File: config.mk
export PLATFORM = sky130hd
export DESIGN_NAME = tile_order_reader
export DESIGN_NICKNAME = d
export VERILOG_FILES = /design/src/rtl/tile_order_reader.sv
export SDC_FILE = /design/constraint.sdc
export NUM_CORES = 1
export LEC_CHECK = 0
export BUFFER_PORTS_ARGS = -buffer_cell sky130_fd_sc_hd__buf_2
export CORE_MARGIN = 8
export CORE_UTILIZATION = 55
export DETAILED_ROUTE_END_ITERATION = 8
export HOLD_SLACK_MARGIN = 0.15
export MAX_ROUTING_LAYER = met4
export PLACE_DENSITY_LB_ADDON = 0.25
export SETUP_SLACK_MARGIN = 0.02
export SLEW_MARGIN = 20
export SYNTH_ARGS = -nofsm -noshare
export SYNTH_HDL_FRONTEND = slang
export SYNTH_SLANG_ARGS = --single-unit
File: constraint.sdc
create_clock -name clk -period 19.79 [get_ports clk]
set_input_delay 3.958 -clock clk [delete_from_list [all_inputs] [get_ports clk]]
set_output_delay 3.958 -clock clk [all_outputs]
set_load 0.02 [all_outputs]
File: src/rtl/tile_order_reader.sv
// tile_order_reader: validates captured edge/centre tile orders, then serves edge tiles under an
// advancing pointer and registered centre-tile lookups.
module tile_order_reader #(
   parameter int EDGE_SLOTS   = 24,
   parameter int CENTER_SLOTS = 12,
   parameter int ID_W         = 4,
   parameter int NUM_IDS      = 12
) (
   input  logic                           clk,
   input  logic                           rst,
   input  logic                           load,
   input  logic [EDGE_SLOTS*ID_W-1:0]     edge_order,
   input  logic [CENTER_SLOTS*ID_W-1:0]   center_order,
   input  logic                           adv_valid,
   input  logic [2:0]                     adv_steps,
   output logic                           adv_ready,
   input  logic [$clog2(CENTER_SLOTS)-1:0] center_sel,
   output logic [ID_W-1:0]                center_tile,
   output logic [$clog2(EDGE_SLOTS)-1:0]  edge_pos,
   output logic [ID_W-1:0]                edge_tile,
   output logic [ID_W-1:0]                next_tile,
   output logic                           wrap,
   output logic                           order_err
);
   localparam int TOT = EDGE_SLOTS + CENTER_SLOTS;
   localparam int IW  = $clog2(TOT);
   localparam int PW  = $clog2(EDGE_SLOTS);
   localparam int CW  = $clog2(CENTER_SLOTS);
   typedef enum logic [1:0] {IDLE, CHECK, READY, ERROR} state_t;
   state_t state, state_n;
   logic [ID_W-1:0] edge_a [EDGE_SLOTS];
   logic [ID_W-1:0] center_a [CENTER_SLOTS];
   logic [IW-1:0] idx;
   logic [CW-1:0] cidx;
   logic [2**ID_W-1:0] seen;
   logic [ID_W-1:0] cur_id;
   logic cur_edge, bad, last, adv, crossed;
   logic [PW:0] sum;
   logic [PW-1:0] pos_n, pos_p1;

   // index 0..EDGE_SLOTS-1 walks edge slots, the rest walks centre slots
   assign cur_edge  = idx < IW'(EDGE_SLOTS);
   assign cidx      = CW'(idx - IW'(EDGE_SLOTS));
   assign cur_id    = cur_edge ? edge_a[idx[PW-1:0]] : center_a[cidx];
   assign bad       = cur_id >= ID_W'(NUM_IDS) || (!cur_edge && seen[cur_id]);
   assign last      = idx == IW'(TOT - 1);
   assign adv       = state == READY && adv_valid && !load;
   assign sum       = {1'b0, edge_pos} + (PW+1)'(adv_steps);
   assign crossed   = sum >= (PW+1)'(EDGE_SLOTS);
   assign pos_n     = adv ? (crossed ? PW'(sum - (PW+1)'(EDGE_SLOTS)) : sum[PW-1:0]) : load ? '0 : edge_pos;
   assign pos_p1    = pos_n == PW'(EDGE_SLOTS - 1) ? '0 : pos_n + 1'b1;
   assign adv_ready = state == READY;

   always_ff @(posedge clk or posedge rst)
      if (rst) state <= IDLE;
      else     state <= state_n;

   always_comb begin
      state_n = state;
      if (load) state_n = CHECK;
      else if (state == CHECK) state_n = bad ? ERROR : last ? READY : CHECK;
   end

   always_ff @(posedge clk or posedge rst) begin
      if (rst) begin
         for (int k = 0; k < EDGE_SLOTS; k++) edge_a[k] <= '0;
         for (int k = 0; k < CENTER_SLOTS; k++) center_a[k] <= '0;
         idx         <= '0;
         seen        <= '0;
         edge_pos    <= '0;
         edge_tile   <= '0;
         next_tile   <= '0;
         center_tile <= '0;
         wrap        <= 1'b0;
         order_err   <= 1'b0;
      end else if (load) begin
         for (int k = 0; k < EDGE_SLOTS; k++) edge_a[k] <= edge_order[(EDGE_SLOTS-1-k)*ID_W +: ID_W];
         for (int k = 0; k < CENTER_SLOTS; k++) center_a[k] <= center_order[(CENTER_SLOTS-1-k)*ID_W +: ID_W];
         idx       <= '0;
         seen      <= '0;
         edge_pos  <= '0;
         wrap      <= 1'b0;
         order_err <= 1'b0;
      end else begin
         wrap <= adv && crossed;
         if (state == CHECK) begin
            idx <= idx + 1'b1;
            if (!cur_edge) seen[cur_id] <= 1'b1;
            if (bad) order_err <= 1'b1;
         end
         if (adv) edge_pos <= pos_n;
         // tiles load on READY entry (pointer 0) and follow every accepted advance
         if (state_n == READY) begin
            edge_tile <= edge_a[pos_n];
            next_tile <= edge_a[pos_p1];
         end
         if (state == READY)
            center_tile <= center_sel < CW'(CENTER_SLOTS) ? center_a[center_sel] : '0;
      end
   end
endmodule

### After elaboration in Yosys (flattened, before gate mapping)

Index checks and enable logic that the tools add are counted.

* output and inout bits: 20
* bits of input ports: 155
* register bits after elaboration: 187
* word-level logic and storage cells: 129

* $add $sub $neg: 5
* magnitude comparators: 11
* equality and inequality tests: 6
* bitwise gates (word level): 7
* reductions and logical operators: 15
* multiplexer cells: 40

Operators by type and width (number)
* 4-bit binary-select mux with 5-bit select: 3
* 16-bit two-way mux: 3
* 4-bit two-way mux: 12
* 4-bit binary-select mux with 4-bit select: 2
* 5-bit two-way mux: 6
* 6-bit greater-or-equal comparator, second input constant: 3
* 5-bit inverter with 6-bit output: 3
* 16-bit bitwise OR: 1
* 6-bit two-way mux: 2
* 5-bit greater-or-equal comparator, second input constant: 2
* 4-bit inverter with 5-bit output: 2
* 2-bit two-way mux: 4
* 2-bit AND reduction: 4
* 5-bit by 3-bit adder with 6-bit output: 1
* 6-bit by 1-bit adder with 6-bit output, second input constant: 1
* 6-bit equality test, second input constant: 1
* 6-bit by 5-bit greater-or-equal comparator with 1-bit output, second input constant: 1
* 6-bit by 5-bit < comparator with 1-bit output, second input constant: 1
* 1-bit two-way mux: 6
* 2-bit nonzero test: 3
* 5-bit by 1-bit adder with 5-bit output, second input constant: 1
* 5-bit equality test, second input constant: 1
* 1-bit logical AND: 5
* 4-bit by 5-bit < comparator with 1-bit output, second input constant: 1
* 13 further kinds: 15

### Logic depth before layout (Yosys ltp)

* word-level depth: 15
* depth in mapped cells: 15
* gate-level depth less buffers: 13

### Least setup slack after synthesis

No wires, ideal clock.

* path type: in2reg
* start: input adv_steps[0]
* end: register next_tile[1]
* data required time: 19.725 ns
* path buffers: 2
* setup slack: 12.327 ns
* stages: 14
* arrival time: 7.398 ns
* setup time: 0.065 ns
* cell sequence: ha_1 -> inv_1 -> fa_1 -> a211oi_1 -> buf_2 -> ha_1 -> nor4b_1 -> nor4_1 -> clkbuf_1 -> a211oi_1 -> a211oi_1 -> nand4_1 -> o211ai_1 -> mux2_2

* longest elaborated chain between the ends: 10
* elaborated cells on any way between the ends: 12
* classes of those cells: 3 x add/sub; 1 x order compare; 1 x eq/ne; 6 x mux; 1 x bitwise

RTL lines
* start, declared: RTL line 15 `input logic [2:0] adv_steps,`
* 5-bit by 3-bit adder with 6-bit output *: RTL line 48 `assign sum = {1'b0, edge_pos} + (PW+1)'(adv_steps);`
* 5-bit subtractor or 6-bit by 5-bit greater-or-equal comparator with 1-bit output (tied branches): RTL line 50, 49
* 5-bit two-way mux * (2 in a row): RTL line 50 `assign pos_n = adv ? (crossed ? PW'(sum - (PW+1)'(EDGE_SLOTS)) : sum[PW-1:0]) : load ? '0 : edge_pos;`
* 5-bit by 1-bit adder with 5-bit output or 5-bit equality test (tied branches): RTL line 51 `assign pos_p1 = pos_n == PW'(EDGE_SLOTS - 1) ? '0 : pos_n + 1'b1;`
* 5-bit two-way mux *: RTL line 51
* 5-bit inverter with 6-bit output (implied by the code) *: RTL line 95 `next_tile <= edge_a[pos_p1];`
* 4-bit binary-select mux with 5-bit select *: RTL line 95
* 4-bit two-way mux (implied by the code) * (2 in a row): RTL line 95
* end signal, assigned: RTL line 95
* end, declared: RTL line 21 `output logic [ID_W-1:0] next_tile,`

Every way passes the cells marked *; elsewhere a longest branch is shown, timed or not. The select of a mux whose other input is x is not followed.
A chain may end at the register's enable or synchronous reset.

### Worst setup path in the final report

* start: input load
* end: register next_tile[1]

* longest elaborated chain between the ends: 9
* elaborated cells on any way between the ends: 15
* classes of those cells: 1 x add/sub; 2 x eq/ne; 7 x mux; 2 x bitwise; 3 x reduce/logical

RTL lines
* start, declared: RTL line 11 `input logic load,`
* 1-bit zero test: RTL line 47 `assign adv = state == READY && adv_valid && !load;`
* 1-bit logical AND: RTL line 47
* 5-bit two-way mux: RTL line 50
* 5-bit by 1-bit adder with 5-bit output or 5-bit equality test (tied branches): RTL line 51
* 5-bit two-way mux: RTL line 51
* 5-bit inverter with 6-bit output (implied by the code): RTL line 95
* 4-bit binary-select mux with 5-bit select: RTL line 95
* 4-bit two-way mux (implied by the code) (2 in a row): RTL line 95

Parallel ways exist; a longest one is shown, timed or not. The select of a mux whose other input is x is not followed.

==> flow_metrics.env <==
export IMPL_end_kind="flop"
export IMPL_synth_area_mm2=0.0111
export IMPL_worst_slack_ns=12.32
export IMPL_synth_seq_area_share=0.414
export IMPL_cts_sinks=183
export IMPL_slew_headroom=0.305
export IMPL_yosysWarnings=0
export IMPL_grt_pass1_wl_um=46300
export IMPL_p_switching_uw=388
export IMPL_synth_edf_count=0
export IMPL_hold_slack_ns=0.496
export IMPL_gp_congestion=0.905
export IMPL_finalSetupViolations=0
export IMPL_area_growth_pct=15.2
export IMPL_syn_inst=882
export IMPL_switching_share=0.343
export IMPL_post_cts_resized=0
export IMPL_cts_buffers=17
export IMPL_htreeDepth=4
export IMPL_vias=8231
export IMPL_vdd_ir_drop_max_v=0.0000736
export IMPL_post_cts_buffers=0
export IMPL_use_met3=0.0538
export IMPL_hold_violations=0
export IMPL_grt_ovfl_total=0
export IMPL_synth_seq_cells=183
export IMPL_initial_core_util=0.554
export IMPL_use_met1=0.322
export IMPL_die_w_um=158
export IMPL_p_clk_frac=0.323
export IMPL_cts_clk_slew_worst_paths_ns=0.08
export IMPL_final_design_area_no_fill_mm2=0.0128
export IMPL_detail_route_wl_per_cell_um=22.3
export IMPL_track_usage=0.247
export IMPL_grtUsageMet2=0.381
export IMPL_period_share=0.377
export IMPL_fin_crit_ns=7.47
export IMPL_cap_violations=0
export IMPL_grt_max_degree=113
export IMPL_chipHeight_um=158
export IMPL_crit_arrival_ns=7.80
export IMPL_tightestPinTransition_ns=1.04
export IMPL_cts_tree="done"
export IMPL_crit_type="input port to flop"
export IMPL_dieArea_mm2=0.0249
export IMPL_syn_area_per_cell_um2=12.6
export IMPL_synthFlopType="dfrtp_1"
export IMPL_synthArstFlopShare=1.00
export IMPL_drv_slew=0
export IMPL_min_path_type="flop to flop"
export IMPL_fin_nets=1186
export IMPL_dpl_hpwl_um=21000
export IMPL_final_instance_count_excl_fill=1313
export IMPL_status="finished clean"
export IMPL_cts_buffer_depth=2
export IMPL_dpl_cell_count=1275
export IMPL_r2r_slack_ns=15.55
export IMPL_power_leakage_uw=0.00567
export IMPL_p_seq_frac=0.412
export IMPL_cp_required_ns=20.13
export IMPL_io_pins=175
export IMPL_syn_nets=1043
export IMPL_setup_tns_ns=0
export IMPL_rows=52
export IMPL_grt_busiest_layer="met2"
export IMPL_crit_fanout=112
export IMPL_power_frac_comb=0.265
export IMPL_first_pass_iters=5
export IMPL_fmax_mhz=134
export IMPL_wl_um=29300
export IMPL_placed_area_mm2=0.0121
export IMPL_internal_power_uw=744
export IMPL_power_density_mw_per_mm2=88.7
export IMPL_core_region_area_mm2=0.0200
export IMPL_routed_via_density=6.27
export IMPL_clk_latency_ns=0.46
export IMPL_synth_cell_type_count=79
export IMPL_antenna_found_initial=5
export IMPL_skew_ns=0.0176
export IMPL_dp_slack_ns=11.81
export IMPL_critPathLaunchType="input port"
export IMPL_grt_pass1_vias=8393
export IMPL_rsz0062_at_grt="false"
export IMPL_layout_drive_gt1_share=0.436
export IMPL_hold_buffers=0
export IMPL_drc=0
export IMPL_cts_root_buffer="clkbuf_16"
export IMPL_portBuffers=174
export IMPL_final_antenna_net_count=0
export IMPL_drt_iter0_drc=587
-- cell usage after synthesis (5+ instances only) --
cell type | instances | area (µm²)
mux4_1 | 9 | 236
nor2b_1 | 9 | 56.3
or2_2 | 8 | 50.1
inv_1 | 19 | 71.3
nand3_1 | 6 | 30.0
clkbuf_1 | 35 | 131
mux2_2 | 157 | 1770
dfrtp_1 | 183 | 4580
nor2_1 | 35 | 131
buf_2 | 11 | 55.1
o221ai_1 | 6 | 52.6
mux2i_1 | 104 | 1040
o21ai_0 | 13 | 65.1
a22oi_1 | 12 | 90.1
a211oi_1 | 28 | 210
nand2_1 | 33 | 124
o21a_1 | 6 | 45.0
ha_1 | 5 | 62.6
a21oi_1 | 31 | 155
mux4_2 | 45 | 1010
o211ai_1 | 7 | 52.6
nand4_1 | 5 | 31.3
nand2b_1 | 7 | 43.8
buf_6 | 5 | 56.3
-- cell type report --
cell class	count	area, µm²
antenna	5	12.5
clock buffer	17	425
clock inverter	15	225
fill	1610	7220
inverter	20	80.1
multi-input combinational	620	6130
sequential	183	4580
tap	270	338
timing repair buffer	183	965
-- path summary, 6_finish.rpt --
check	from	cells after the start	endpoint
worst min-delay path	seen[4]	2	seen[4]
min in group asynchronous	rst	2	center_a[3]
worst min register to register	seen[4]	2	seen[4]
worst max register to register	state[0]	11	next_tile[2]
worst max-delay path	load	10	next_tile[1]
max in group asynchronous	rst	3	idx[1]
-- power groups by stage --
stage               logic [µW]  registers (µW)  clock network, µW
floorplan                  247             447                  0
global placement           293             470                  0
detailed placement         297             471                  0
CTS                        298             465                372
global route               323             472                383
finish                     300             466                366
-- cells in the final DEF, fill, tap and decap left out, types with 5 or more instances in the layout --
cell / synthesis / routed
nor2_1: 35 / 35
or2_2: 8 / 8
nor2b_1: 9 / 9
a211oi_1: 28 / 27
diode_2: 0 / 5
o21a_1: 6 / 6
nand4_1: 5 / 5
ha_1: 5 / 5
inv_1: 19 / 18
o221ai_1: 6 / 6
a22oi_1: 12 / 12
nand2_1: 33 / 33
a21oi_1: 31 / 31
mux2i_1: 104 / 104
nand3_1: 6 / 6
dfrtp_1: 183 / 182
clkinv_8: 0 / 7
o21ai_0: 13 / 13
nand2b_1: 7 / 7
o211ai_1: 7 / 7
mux4_2: 45 / 45
mux2_2: 157 / 157
clkbuf_16: 0 / 17
buf_2: 11 / 173
mux4_1: 9 / 9
buf_4: 4 / 8
-- sequential cells by signal, summed over array words and instances, names as in the netlist --
register / count
state: 2
next_tile: 4
edge_a: 96
order_err: 1
center_a: 48
seen: 12
center_tile: 4
edge_tile: 4
idx: 6
wrap: 1
edge_pos: 5
-- logic make-up after synthesis --
group	share of synthesized area
flops	0.414
mux	0.367
xor+xnor	0.00554
fa+ha+maj	0.00746
buf+inv	0.0342
simple gates	0.0723
compound gates	0.100
-- critical path, stage by stage --
cell and delay [ns]:
buf_6 0.64, buf_4 0.84, nor3_1 0.29, nor3_2 0.52, inv_1 0.37, a21oi_2 0.41
mux2i_1 0.26, a221o_1 0.17, o211ai_1 0.07, mux2_2 0.26
-- layer usage --
| metal | wire (µm) | part of all wire | vias up |
|---|---|---|---|
| met2 | 13900 | 0.47 | 337 |
| li1 | - | - | 3679 |
| met4 | 636 | 0.022 | 0 |
| met1 | 12700 | 0.44 | 4160 |
| met3 | 2040 | 0.070 | 55 |
| met5 | 0 | 0 | - |
-- per-stage QoR --
| stage | total power (µW) | utilization |
|---|---|---|
| 2_1_floorplan | 694 | - |
| 3_3_place_gp | 763 | 0.604 |
| 3_5_place_dp | 768 | 0.604 |
| 4_1_cts | 1130 | 0.636 |
| 5_1_grt | 1180 | 0.639 |
| 6_report | 1130 | 0.639 |
Power figures use the tool's default switching activity.
